==> src/rtl/unsigned_booth_algorithm.sv <==
// Sequential unsigned shift-add multiplier: one partial-product step per cycle,
// result registered on DONE and held until the operands change.
module unsigned_booth_algorithm #(
  parameter int unsigned WIDTH = 4
) (
  input  logic                 clk,
  input  logic                 n_rst,
  input  logic [WIDTH-1:0]     M,
  input  logic [WIDTH-1:0]     Q,
  output logic [2*WIDTH-1:0]   product
);

  localparam int unsigned CntW = $clog2(WIDTH + 1);
  localparam logic [CntW-1:0] CntInit = CntW'(WIDTH);
  localparam logic [CntW-1:0] CntLast = CntW'(1);

  typedef enum logic [1:0] {StIdle, StCalc, StDone, StHold} state_e;

  state_e           state_q;
  logic [WIDTH-1:0] a_q;
  logic [WIDTH-1:0] qr_q;
  logic [WIDTH-1:0] mr_q;
  logic [WIDTH-1:0] q_lat_q;
  logic [CntW-1:0]  cnt_q;

  // {C,A}: the carry C lives only in sum[WIDTH] and is shifted straight into A's MSB.
  logic [WIDTH:0] sum;

  always_comb begin
    sum = {1'b0, a_q};
    if (qr_q[0]) begin
      sum = {1'b0, a_q} + {1'b0, mr_q};
    end
  end

  always_ff @(posedge clk or negedge n_rst) begin
    if (!n_rst) begin
      state_q <= StIdle;
      a_q     <= '0;
      qr_q    <= '0;
      mr_q    <= '0;
      q_lat_q <= '0;
      cnt_q   <= '0;
      product <= '0;
    end else begin
      unique case (state_q)
        StIdle: begin
          mr_q    <= M;
          qr_q    <= Q;
          q_lat_q <= Q;
          a_q     <= '0;
          cnt_q   <= CntInit;
          state_q <= StCalc;
        end
        StCalc: begin
          // Add-then-shift of {C,A,Qr} in a single cycle.
          a_q   <= sum[WIDTH:1];
          qr_q  <= {sum[0], qr_q[WIDTH-1:1]};
          cnt_q <= cnt_q - 1'b1;
          if (cnt_q == CntLast) begin
            state_q <= StDone;
          end
        end
        StDone: begin
          product <= {a_q, qr_q};
          state_q <= StHold;
        end
        StHold: begin
          if ((M != mr_q) || (Q != q_lat_q)) begin
            state_q <= StIdle;
          end
        end
      endcase
    end
  end

endmodule

==> config.mk <==
export PLATFORM = sky130hd
export DESIGN_NAME = unsigned_booth_algorithm
export DESIGN_NICKNAME = d
export VERILOG_FILES = /design/src/rtl/unsigned_booth_algorithm.sv
export SDC_FILE = /design/constraint.sdc
export NUM_CORES = 1
export LEC_CHECK = 0
export ABC_AREA = 1
export CORE_ASPECT_RATIO = 1.1
export CORE_MARGIN = 5
export CORE_UTILIZATION = 35
export DETAILED_ROUTE_END_ITERATION = 7
export GPL_ROUTABILITY_DRIVEN = 0
export MAX_ROUTING_LAYER = met4
export PLACE_DENSITY = 0.55
export RECOVER_POWER = 50
export SLEW_MARGIN = 20
export SYNTH_ARGS = -nofsm -noshare
export SYNTH_HDL_FRONTEND = slang
export SYNTH_SLANG_ARGS = --single-unit
==> constraint.sdc <==
create_clock -name clk -period 2.1 [get_ports clk]
set_clock_uncertainty 0.15 [all_clocks]
set_input_delay 0.21 -clock clk [delete_from_list [all_inputs] [get_ports clk]]
set_output_delay 0.21 -clock clk [all_outputs]
set_load 0.03 [all_outputs]
# Yosys cells after proc, flatten, opt, wreduce, memory -nomap -nowiden
# Index checks and enable logic that the tools add are counted.
# op_classes
order_cmp,0
div,0
n_mux,7
n_eq_ne,8
reduce_logical,4
mul,0
shift,0
bitwise,0
n_addsub,2
# ops
op,count
4-bit one-hot mux with 2 select lines,2
4-bit inequality test,2
2-bit one-hot mux with 4 select lines,1
3-bit one-hot mux with 2 select lines,1
4-bit by 4-bit adder with 5-bit output,1
5-bit 2-to-1 mux,1
2-bit == test (second input constant),2
2-bit 2-to-1 mux,2
2-bit inequality test (second input constant),2
3-bit by 1-bit == test with 1-bit output (second input constant),1
3-bit by 1-bit subtractor with 3-bit output (second input constant),1
2-bit by 1-bit == test with 1-bit output (second input constant),1
2-bit zero test,1
2-bit AND reduction,1
2-bit nonzero test,1
1-bit logical OR,1
# totals
mem_bits_ro,0
output_inout_bits,8
latchBits,0
mem_count,0
word_cells,28
mem_bits_rw,0
regBits,29
input_bits,10

# Logic depth before layout (Yosys ltp)
# logic_depth
ltp_word,4
depth_mapped,10
depth_no_buf,10

# Worst setup path after synthesis
# OpenSTA, ideal clock, no wires.
# synth_path
path_type,reg2reg
from,reg a_q[0]
to,reg a_q[1]
arrival_time_ns,1.226
path_slack_ns,0.601
required_ns,1.827
synth_period_minus_slack_ns,1.499
path_buffers,0
setup_ns,0.123
path_stages_with_launch,7
path_cell_list,dfrtp_1 ha_1 inv_1 fa_1 xnor2_1 o21ai_1 o21ai_1
# synth_via
elab_chain_len,3
# synth_lines
element,line_no,text
from (decl),20,logic [WIDTH-1:0] a_q;
from (signal assigned),57,a_q <= sum[WIDTH:1];
4-bit by 4-bit adder with 5-bit output,32,"sum = {1'b0, a_q} + {1'b0, mr_q};"
5-bit 2-to-1 mux,31,if (qr_q[0]) begin
4-bit one-hot mux with 2 select lines,46,unique case (state_q)
# Every way passes these cells.
# A chain may end at the register's enable or synchronous reset.

# Worst setup path in the final report
# layout_path
from,reg state_q[0]
to,reg qr_q[3]
# layout_via
elab_chain_len,2
word_cells_on_any_way,4
cone_classes,1 x eq/ne; 1 x mux; 2 x reduce/logical
# layout_lines
element,line_no,text
from (decl),19,state_e state_q;
from (signal assigned),38,state_q <= StIdle;
from (signal assigned),53,state_q <= StCalc;
from (signal assigned),61,state_q <= StDone;
2-bit by 1-bit == test with 1-bit output or 2-bit zero test (tied branches),46,
4-bit one-hot mux with 2 select lines or 2-bit nonzero test (tied branches),n/a,
to (signal assigned),58,"qr_q <= {sum[0], qr_q[WIDTH-1:1]};"
to (decl),21,logic [WIDTH-1:0] qr_q;
# Parallel ways exist; a longest one is shown, timed or not.

==> results.md <==
* Final wirelength at 2.918 mm
* Synth Flop Type: dfrtp_1
* Final min period at 1.696 ns
* Internal Power at 1.528 mW
* Clock root cell: clkbuf_8
* First-pass GRT wire length at 5.140 mm
* Post-synth top area share at 47.78%
* Slew of the pin with the lowest slew margin at 0.7153 ns
* Cells after synthesis at 182
* Dpl hpwl at 2.221 mm
* Register area share after synthesis at 47.78%
* # nets final at 226
* Area of the multi-input gates at 669.4 µm²
* PwrDens at 1466 nW/µm²
* Residual DRC at 0
* Mapped cell area at 1519 µm²
* Critical path fanouts, max at 10
* H-tree levels at 2
* Starting Density at 35.71%
* Outcome: completed
* Final number of max-transition violations at 0
* Gr ovfl total at 0
* Area of the die at 5759 µm²
* R2R Setup Slk at 0.40 ns
* PortBufs at 17
* Final TNS setup at 0 ns
* Slew Limit Headroom at 52.32%
* Die Wd at 72.81 µm
* Die extent in y at 79.09 µm
* Post-synth top cells: 58 x nand2_1, 29 x dfrtp_1, 26 x inv_1
* Top-count cell post-synth: nand2_1
* Antenna violations before repair at 0
* Sw frac at 43.17%
* Async S/R FF share, synth at 100.0%
* Cts hold-fix bufs at 0
* Post-route ant nets at 0
* Leakage at 0.8919 nW
* Peak VDD IR at 0.5273 mV
* # resized after CTS at 0
* Worst EP required at 2.15 ns
* Latest clock arrival within the worst-skew pair at 0.28 ns
* Register area at 725.7 µm²
* Fillers at 476
* Register clock-pin slew on the reported worst setup and hold paths at 0.06 ns
* Routed WL per cell at 11.22 µm
* Utilization after layout at 43.09%
* Synth warn at 0
* Setup bufs post-CTS at 0
* Critical Path End Type: flop
* Startpoint Class: flop
* IO Pins at 18
* Core area at 4254 µm²
* Synth area leaders: dfrtp_1 48%, nand2_1 14%, ha_1 8.2%
* WP data arrival at 1.74 ns
* DR vias at 1177
* Crit Path Category: reg2reg
* Largest net degree at the start of global routing at 30
* Unrepaired setup endpoints after global routing: no
* Yosys top cell by area: dfrtp_1
* Min-delay worst type: reg2reg
* # diodes at 0
* Tot GR Track Use at 12.06%
* Layout cells sized above 1 at 7.767%
* Tcrit/Tclk final at 80.77%
* # clock sinks at 29
* Num CTS Buffers at 5
* Vias in the first global route at 1136
* Power share of the combinational group at 47.0%
* Maxcap violations at 0
* Yosys reg bits at 29
* P_sw at 1.160 mW
* Clock power frac at 16.4%
* Reg power frac at 36.5%
* CTS tree: yes
* Initial DRC Count at 28
* Synth-to-Final Area Change at 20.68%
* Fmax at 589.5 MHz
* Synth cell types at 25
* EDFF count, synth at 0
* Pre-antenna DRT Iters at 4
* Std cell rows at 25
* Detailed-route vias per instance at 4.527
* CTS Buffer Depth at 2
* Avg Synthesized Cell Area at 8.346 µm²
* Syn Nets at 203
* Final hold viol count at 0
* Final setup fails at 0
[power by group through the flow]
stage / clock network, mW / logic [mW] / registers [mW]
2_1_floorplan: 0 / 0.856 / 1.06
3_3_place_gp: 0 / 1.30 / 0.985
3_5_place_dp: 0 / 1.30 / 0.992
4_1_cts: 0.463 / 1.30 / 0.984
5_1_grt: 0.491 / 1.47 / 1.02
6_report: 0.442 / 1.26 / 0.982
[flip-flops by register name, summed over array words and instances, names as in the netlist]
name,flops
product,8
q_lat_q,4
state_q,2
cnt_q,3
a_q,4
qr_q,4
mr_q,4
[cell usage in the layout (no fill, tap or decap), types with 4 or more instances in the layout]
cell,synthesis,final
nand2_1,58,58
dfrtp_1,29,29
inv_1,26,26
clkdlybuf4s50_1,0,16
o21ai_0,13,13
ha_1,10,10
nand3_1,5,5
o21ai_1,5,5
clkbuf_8,0,5
nor2_1,4,4
o22ai_1,4,4
xnor2_1,4,4
a21oi_1,4,4
[per-stage QoR]
step           hold slack (ns)  total power, mW  area [µm²]  std cells  setup WS (ns)
6_report                0.3224            2.688        1833        260         0.4037
3_3_place_gp            0.3043            2.282        1757        252         0.4714
4_1_cts                 0.1683            2.751        1839        260         0.4226
5_1_grt                 0.3460            2.982        1833        260         0.2691
2_1_floorplan          -0.2356            1.915        1519        182         0.6011
3_5_place_dp            0.3100            2.291        1757        252         0.4358
[per-layer routing]
layer / share of wire (%) / global-route usage (%)
met5: 0 / -
met4: 1.8 / 4.982
met3: 5.5 / 4.557
met2: 42 / 16.52
met1: 51 / 15.90
[area by class of cell]
class                      instances  share of cell area, %
multi-input combinational        121                  36.52
tap                               54                  3.686
clock buffer                       6                  3.959
inverter                          29                  5.939
sequential                        29                  39.59
clock inverter                     2                 0.5461
timing repair buffer              19                  9.761
[final timing paths]
check	end	cells after the start	start
max	qr_q[3]	6	state_q[0]
min	product[3]	2	product[3]
max reg2reg	qr_q[3]	6	state_q[0]
min reg2reg	product[3]	2	product[3]
max in group asynchronous	q_lat_q[0]	2	n_rst
min in group asynchronous	product[2]	2	n_rst
[worst max-delay path, cell delays in order (launching register included)]
cell	delay, ns
dfrtp_1	0.41
inv_1	0.09
ha_1	0.26
clkbuf_1	0.32
nand2_1	0.13
a21boi_1	0.15
o22ai_1	0.10
[cells by family after synthesis]
group / Yosys count / synth area share (%)
and+or+nand+nor: 73 / 19.69
AOI/OAI and AO/OA: 33 / 12.52
buffers and inverters: 32 / 8.154
DFF: 29 / 47.78
adders and majority gates: 11 / 9.555
xor gates and xnor gates: 4 / 2.306
Note: power is estimated with default switching activity, not from simulation.
